<file path="src/rtl/common_bus_arb.sv">
// Registered common-bus multiplexer with direct-select and round-robin arbitration.
// Optional COMMON_BUS_PARITY_EN adds a bus_par output: the XOR of the captured data, registered with bus_data.
module common_bus_arb #(
  parameter int NUM_SRC = 6,
  parameter int DATA_W  = 8,
  parameter int SEL_W   = 4,
  parameter int TIMEOUT = 15
) (
  input  logic                      clk,
  input  logic                      rst,
  input  logic                      mode,
  input  logic [SEL_W-1:0]          sel,
  input  logic                      sel_vld,
  input  logic [NUM_SRC-1:0]        req,
  input  logic [NUM_SRC*DATA_W-1:0] src_data,
  input  logic                      bus_ack,
  output logic [DATA_W-1:0]         bus_data,
  output logic                      bus_valid,
  output logic [SEL_W-1:0]          bus_src,
  output logic [NUM_SRC-1:0]        gnt,
  output logic                      sel_err,
  output logic                      timeout
`ifdef COMMON_BUS_PARITY_EN
  ,output logic                     bus_par
`endif
);

  // state | meaning
  // IDLE  | bus released, a capture may happen on the next edge
  // DRIVE | captured data held on the bus until bus_ack or timeout
  typedef enum logic {IDLE, DRIVE} state_t;

  localparam logic [SEL_W:0] NUM_SRC_V = (SEL_W+1)'(NUM_SRC);
  localparam logic [7:0]     TC_LAST   = 8'(TIMEOUT - 1);

  state_t              state, state_nx;
  logic [DATA_W-1:0]   data_nx;
  logic [SEL_W-1:0]    src_nx;
  logic [NUM_SRC-1:0]  gnt_nx;
  logic                valid_nx, sel_err_nx, timeout_nx;
  logic [SEL_W-1:0]    rr_ptr, rr_nx;
  logic [7:0]          tcnt, tcnt_nx;

  logic                rr_found;
  logic [SEL_W-1:0]    rr_pick;
  logic                sel_ok;
  logic                do_cap;
  logic [SEL_W-1:0]    pick;
  logic [DATA_W-1:0]   cap_data;
  logic [NUM_SRC-1:0]  cap_gnt;

  // Round-robin: choose the set request with the smallest rotated distance from rr_ptr.
  always_comb begin
    int best, d;
    rr_found = 1'b0;
    rr_pick  = '0;
    best     = NUM_SRC;
    d        = 0;
    for (int i = 0; i < NUM_SRC; i++) begin
      d = (i >= int'(rr_ptr)) ? i - int'(rr_ptr) : i + NUM_SRC - int'(rr_ptr);
      if (req[i] && d < best) begin
        best     = d;
        rr_pick  = SEL_W'(i);
        rr_found = 1'b1;
      end
    end
  end

  always_comb begin
    sel_ok = ({1'b0, sel} < NUM_SRC_V);
    do_cap = 1'b0;
    pick   = '0;
    if (state == IDLE) begin
      if (!mode && sel_vld && sel_ok) begin
        do_cap = 1'b1;
        pick   = sel;
      end else if (mode && rr_found) begin
        do_cap = 1'b1;
        pick   = rr_pick;
      end
    end
  end

  always_comb begin
    cap_data = '0;
    cap_gnt  = '0;
    for (int i = 0; i < NUM_SRC; i++) begin
      if (pick == SEL_W'(i)) begin
        cap_data   = src_data[i*DATA_W +: DATA_W];
        cap_gnt[i] = 1'b1;
      end
    end
  end

  always_comb begin
    state_nx   = state;
    data_nx    = bus_data;
    src_nx     = bus_src;
    gnt_nx     = gnt;
    valid_nx   = bus_valid;
    sel_err_nx = 1'b0;
    timeout_nx = 1'b0;
    rr_nx      = rr_ptr;
    tcnt_nx    = tcnt;
    case (state)
      IDLE: begin
        valid_nx = 1'b0;
        gnt_nx   = '0;
        if (!mode && sel_vld && !sel_ok)
          sel_err_nx = 1'b1;
        if (mode && do_cap)
          rr_nx = (rr_pick == SEL_W'(NUM_SRC - 1)) ? '0 : rr_pick + 1'b1;
        if (do_cap) begin
          data_nx  = cap_data;
          src_nx   = pick;
          gnt_nx   = cap_gnt;
          valid_nx = 1'b1;
          tcnt_nx  = '0;
          state_nx = DRIVE;
        end
      end
      DRIVE: begin
        tcnt_nx = tcnt + 8'd1;
        if (bus_ack || tcnt == TC_LAST) begin
          timeout_nx = !bus_ack;
          valid_nx   = 1'b0;
          gnt_nx     = '0;
          state_nx   = IDLE;
        end
      end
      default: state_nx = IDLE;
    endcase
  end

  always_ff @(posedge clk or posedge rst) begin
    if (rst) begin
      state     <= IDLE;
      bus_data  <= '0;
      bus_valid <= 1'b0;
      bus_src   <= '0;
      gnt       <= '0;
      sel_err   <= 1'b0;
      timeout   <= 1'b0;
      rr_ptr    <= '0;
      tcnt      <= '0;
    end else begin
      state     <= state_nx;
      bus_data  <= data_nx;
      bus_valid <= valid_nx;
      bus_src   <= src_nx;
      gnt       <= gnt_nx;
      sel_err   <= sel_err_nx;
      timeout   <= timeout_nx;
      rr_ptr    <= rr_nx;
      tcnt      <= tcnt_nx;
    end
  end

`ifdef COMMON_BUS_PARITY_EN
  always_ff @(posedge clk or posedge rst) begin
    if (rst)
      bus_par <= 1'b0;
    else if (do_cap)
      bus_par <= ^cap_data;
  end
`endif

endmodule

</file>
<file path="config.mk">
export PLATFORM = sky130hd
export DESIGN_NAME = common_bus_arb
export DESIGN_NICKNAME = d
export VERILOG_FILES = /design/src/rtl/common_bus_arb.sv
export SDC_FILE = /design/constraint.sdc
export NUM_CORES = 1
export LEC_CHECK = 0
export CAP_MARGIN = 20
export CORE_MARGIN = 3
export CORE_UTILIZATION = 37
export CTS_CLUSTER_DIAMETER = 120
export DETAILED_ROUTE_END_ITERATION = 16
export PLACE_DENSITY = 0.65
export SKIP_LAST_GASP = 1
export SYNTH_ARGS = -nofsm -noshare
export SYNTH_HDL_FRONTEND = slang
export SYNTH_SLANG_ARGS = --single-unit
</file>
<file path="constraint.sdc">
create_clock -name clk -period 10 [get_ports clk]
set_clock_uncertainty 0.05 [all_clocks]
set_input_delay 1 -clock clk [delete_from_list [all_inputs] [get_ports clk]]
set_output_delay 1 -clock clk [all_outputs]
set_load 0.05 [all_outputs]
</file>
==> results of run 1 <==
-- sequential cells by signal, indices dropped and copies added, names as in the netlist --
register	count
gnt	6
rr_ptr	4
timeout	1
bus_valid	1
tcnt	8
state	1
bus_data	8
sel_err	1
bus_src	4
-- metrics by stage --
stage | TNS, ns | utilization (%) | cell area [sq um] | instances
detailed placement | -0.317 | 50.8 | 4780 | 679
CTS | 0 | 52.3 | 4930 | 687
global placement | 0 | 50.8 | 4780 | 679
global route | -0.540 | 56.1 | 5290 | 704
floorplan | 0 | - | 3700 | 459
finish | 0 | 56.1 | 5290 | 704
-- worst max-delay path, delay by kind of cell, from the launching register on --
family	cells	cell delay (ns)
simple gates	18	2.71
compound gates	19	3.63
fa+ha+maj	6	1.59
buf+inv	6	0.87
mux	1	0.22
flops	1	0.37
-- routing by layer --
layer / routed length, microns / vias up
li1: - / 1899
met1: 5030 / 1800
met2: 5830 / 113
met3: 528 / 25
met4: 342 / 0
met5: 0 / -
-- Yosys cell counts, drive strengths merged, types with 4 or more instances --
cell	number	share of area, %
a211o	8	1.9
a211oi	6	1.4
a21o	7	1.4
a21oi	24	3.3
a22o	4	0.96
a31oi	4	0.69
and2	5	0.86
and3	4	0.69
buf	8	1.3
clkbuf	8	0.82
dfrtp	34	23
ha	32	11
inv	30	3.1
mux2i	22	6.0
nand2	66	6.9
nand2b	8	1.4
nand3	12	1.6
nand4	6	1.0
nor2	28	2.9
nor2b	14	2.4
nor3	7	0.96
nor3b	5	1.0
o21a	5	1.0
o21ai	37	5.2
o22ai	10	1.9
o31ai	5	1.0
o41ai	5	1.9
xnor2	15	3.6
-- repair_timing --
item	4_1_cts	5_1_grt
pin swaps	0	18
endpoints found under the setup margin	2	31
buffers inserted	0	15
resized for setup	1	52
gates cloned	0	2
endpoints found under the hold margin	0	0
-- how the worst max path moves through the flow --
stage / start / end / slack (ns) / depth (start not counted)
2_1_floorplan: rr_ptr[2]$_DFFE_PP0P_ / bus_data[0]$_DFFE_PP0P_ / 0.04 / 54
3_3_place_gp: req[0] / bus_data[7]$_DFFE_PP0P_ / 0.12 / 44
3_5_place_dp: req[0] / bus_data[4]$_DFFE_PP0P_ / -0.08 / 44
4_1_cts: rr_ptr[0]$_DFFE_PP0P_ / bus_data[4]$_DFFE_PP0P_ / 0.03 / 48
5_1_grt: rr_ptr[2]$_DFFE_PP0P_ / bus_data[1]$_DFFE_PP0P_ / -0.12 / 50
6_report: rr_ptr[2]$_DFFE_PP0P_ / bus_data[1]$_DFFE_PP0P_ / 0.43 / 50
-- area by class of cell --
cell class	instances	area [sq um]	area share, %
multi-input cells	379	2820	53.3
clock inverters	2	60.1	1.14
well taps	129	161	3.05
clock buffers	6	82.6	1.56
flip-flops and latches	34	853	16.1
repair buffers	124	1200	22.6
inverters	30	115	2.18
-- cell families after synthesis --
logic type      count (synthesis)  share of synthesized area (%)
mux                            25                           6.97
flops                          34                           23.4
xor+xnor                       16                           3.85
compound gates                137                           26.2
simple gates                  168                           23.2
buf+inv                        46                           5.19
fa+ha+maj                      33                           11.3
-- cells in the final DEF (no fill, tap or decap), types with 8 or more instances in the layout --
cell	instances
clkdlybuf4s50_1	82
nand2_1	63
buf_4	36
dfrtp_1	32
o21ai_0	30
inv_1	29
ha_1	28
nor2_1	27
a21oi_1	21
mux2i_1	20
xnor2_1	15
nor2b_1	10
nand3_1	10
o22ai_1	9
a211o_1	8
==> out/qor.csv, run 1 <==
metric,value,unit
status,completed,
# setup viols final,0,
Post-Syn Area per Cell,7.94,sq um
Mapped Area,0.00364,sq mm
Site Rows,35,
Yosys reg bits,34,
CP Max Fanout,8,
Detail Route Antenna Nets,0,
initial antenna violation count,0,
hold buffer count at CTS,0,
Yosys cell types,66,
area grow syn2layout,45.1,%
Via density,5.45,
CP endpoint kind,flop,
drt pass-1 iters,4,
"EDFF count, synth",0,
syn_nets,554,
first-pass GRT wire length,18.4,mm
htree depth,2,
Crit path arrival time,9.69,ns
Placer Congestion,0.904,
max cap viols,0,
ANT cells,0,
Slew headroom,35.6,%
CTS tree,built,
Max Slew Vio Count,0,
sequential fraction of the synthesis area,23.4,%
Fin. Hold Viols,0,
Worst R2R Start,rr_ptr[2]$_DFFE_PP0P_,
# fillers,882,
post-DP HPWL,8.97,mm
DR WL/cell,16.7,microns
Worst R2R End,bus_data[1]$_DFFE_PP0P_,
share of cells above drive strength 1,18.6,%
Post-synth ARST share,100,%
CTS buffer count,5,
"most used cell, CP",ha_1,
routed wire length,11.7,mm
later-pin clock latency in the skew report,0.29,ns
Initial Utilization,38.7,%
pin count of the biggest net entering global routing,35,
gr usage total,20.0,%
"Clk pin slew, worst setup/hold paths",0.07,ns
Worst path max stage delay,0.56,ns
met3 usage,2.76,%
warnings from Yosys,0,
number of top-level pins,84,
# port buffers,83,
die area,0.0111,sq mm
core area,0.00942,sq mm
GR peak layer,met2,
setup ws final,0.432,ns
met2 usage,34.1,%
HP Start,tcnt[7]$_DFFE_PP0P_,
DIE WIDTH,105,microns
DRC viols,0,
min Tclk post-route,9.57,ns
CTS Buffer Depth,2,
NumNets Final,669,
total number of vias,3837,
clock sinks,34,
gr ovfl total,0,
CTS root buf,clkbuf_8,
final hold slack,0.438,ns
initial DRC count,138,
cells after synthesis,459,
"Worst Path Class, Setup",flop to flop,
met1 GRT Util,25.8,%
Critical-path top delay cell,or4_4,
period utilisation layout,95.7,%
Startpoint Class,flop,
Die H,105,microns
register-to-register setup slack,0.43,ns
worst-margin pin slew,0.963,ns
Hold Crit Depth,1,
number of global-route vias before repair,3795,
dpl ws,-0.0778,ns
Crit path required time,10.12,ns
Max Fclk,105,MHz
most common flop cell mapped by yosys,dfrtp_1,
Hold Crit Endpoint,tcnt[7]$_DFFE_PP0P_,
Worst Hold Class,flop to flop,
R2R cell count,50,
Power of run 1 is left out: the tool's default activity adds up to more than one toggle a clock period on the data nets, which glitch-free logic cannot reach.
==> run 2, diff against run 1 <==
Settings changed: CORE_UTILIZATION 37 to 47, PLACE_DENSITY 0.65 to 0.8.
==> out/qor.csv, run 2 (synthesis results as in run 1) <==
metric,value,unit,change
htree depth,2,,unchanged
first-pass GRT wire length,18.0,mm,-2.3%
Initial Utilization,49.4,%,+11 points
number of top-level pins,84,,unchanged
Via density,6.04,,+11%
initial antenna violation count,0,,unchanged
period utilisation layout,96.5,%,+0.82 points
total number of vias,4092,,+6.6%
CP endpoint kind,flop,,
die area,0.00884,sq mm,-20%
# port buffers,83,,unchanged
"most common cell after layout, fill and taps aside",clkdlybuf4s50_1,,
worst-margin pin slew,1.04,ns,+0.0773 ns
number of global-route vias before repair,3837,,+1.1%
Die H,94.0,microns,-11%
ANT cells,0,,unchanged
Detail Route Antenna Nets,0,,unchanged
Worst Hold Class,flop to flop,,
clock sinks,34,,unchanged
Placer Congestion,1.05,,+16%
"Clk pin slew, worst setup/hold paths",0.07,ns,about the same
Max Fclk,104,MHz,-0.85%
start point of the critical path,rr_ptr[2]$_DFFE_PP0P_,,
Crit path required time,10.12,ns,about the same
Worst R2R End,bus_data[4]$_DFFE_PP0P_,,
post-DP HPWL,8.85,mm,-1.3%
top flop regs,"bus_data: 8 flops, tcnt: 8 flops, gnt: 6 flops",,
multi-input combinational cell area,0.00278,sq mm,-1.4%
Worst path max stage delay,0.56,ns,about the same
share of cells above drive strength 1,17.6,%,-0.96 points
Max Slew Vio Count,0,,unchanged
register-to-register setup slack,0.35,ns,-0.08 ns
fin area,0.00517,sq mm,-2.2%
Site Rows,31,,-11%
gr ovfl total,0,,unchanged
storage element area,852,sq um,-0.15%
Hold Crit Depth,1,,unchanged
Crit path arrival time,9.77,ns,+0.08 ns
later-pin clock latency in the skew report,0.28,ns,about the same
routed wire length,12.3,mm,+4.7%
DRC viols,0,,unchanged
core area,0.00737,sq mm,-22%
CTS root buf,clkbuf_8,,
drt pass-1 iters,5,,+1
most frequent cells in the layout,"82 x clkdlybuf4s50_1, 63 x nand2_1, 41 x buf_4",,
max cap viols,0,,unchanged
# setup viols final,0,,unchanged
"Worst Path Class, Setup",flop to flop,,
Fin. Hold Viols,0,,unchanged
# fillers,560,,-37%
R2R cell count,51,,+2.0%
DR WL/cell,18.1,microns,+8.9%
Startpoint Class,flop,,
DIE WIDTH,94.0,microns,-11%
min Tclk post-route,9.65,ns,+0.0819 ns
gr usage total,25.2,%,+5.2 points
CTS buffer count,5,,unchanged
pin count of the biggest net entering global routing,35,,unchanged
initial DRC count,201,,+46%
"Cell Area, Placed",0.00475,sq mm,-0.63%
status,completed,,
CTS Buffer Depth,2,,unchanged
Hold Crit Endpoint,gnt[0]$_DFFE_PP0P_,,
Slew headroom,30.5,%,-5.2 points
area grow syn2layout,41.9,%,
NumNets Final,672,,+0.45%
hold buffer count at CTS,0,,unchanged
Setup TNS,0,ns,unchanged
CTS tree,built,,
Critical-path top delay cell,or4_4,,
CP Max Fanout,9,,+1
HP Start,gnt[0]$_DFFE_PP0P_,,
Worst R2R Start,rr_ptr[2]$_DFFE_PP0P_,,
[run 2: stage by stage]
stage	worst slack, ns	hold slack, ns	std cells	util, %
5_1_grt	-0.252	0.470	677	70.2
3_5_place_dp	-0.0155	0.416	650	64.5
6_report	0.350	0.445	677	70.2
3_3_place_gp	0.243	0.416	650	64.5
2_1_floorplan	0.0384	0.408	459	-
4_1_cts	0.0838	0.441	658	65.9
[run 2: cell type report]
class                      instances  share of cell area (%)
multi-input combinational        379                    53.7
timing repair buffer             127                    23.2
sequential                        34                    16.5
tap                               99                    2.40
inverter                          30                    2.18
clock buffer                       7                    1.48
clock inverter                     1                   0.581
[run 2: routing by layer]
metal	wire length (microns)	global-route usage, %	part of all wire [%]
met1	5020	31.9	41
met2	6030	42.0	49
met3	688	3.29	5.6
met4	542	12.4	4.4
met5	0	0	0
[run 2: worst max path at each step]
stage / endpoint
final: bus_data[4]$_DFFE_PP0P_
after global routing: bus_data[4]$_DFFE_PP0P_
after CTS: bus_data[3]$_DFFE_PP0P_
after detailed placement: bus_data[3]$_DFFE_PP0P_
after global placement: bus_data[7]$_DFFE_PP0P_
after floorplan: bus_data[0]$_DFFE_PP0P_
[run 2: critical path, delay by kind of cell (launching register included)]
kind | cells | cell delay (ns)
AOI/OAI and AO/OA | 18 | 3.52
muxes | 2 | 0.54
and+or+nand+nor | 20 | 2.88
buffers and inverters | 5 | 0.60
adders and majority gates | 6 | 1.55
DFF | 1 | 0.36
[run 2: repair_timing]
item / 4_1_cts / 5_1_grt
gates resized for setup: 0 / 42
setup endpoints to repair: 0 / 31
setup buffers: 0 / 18
Power of run 2 is left out for the same reason.
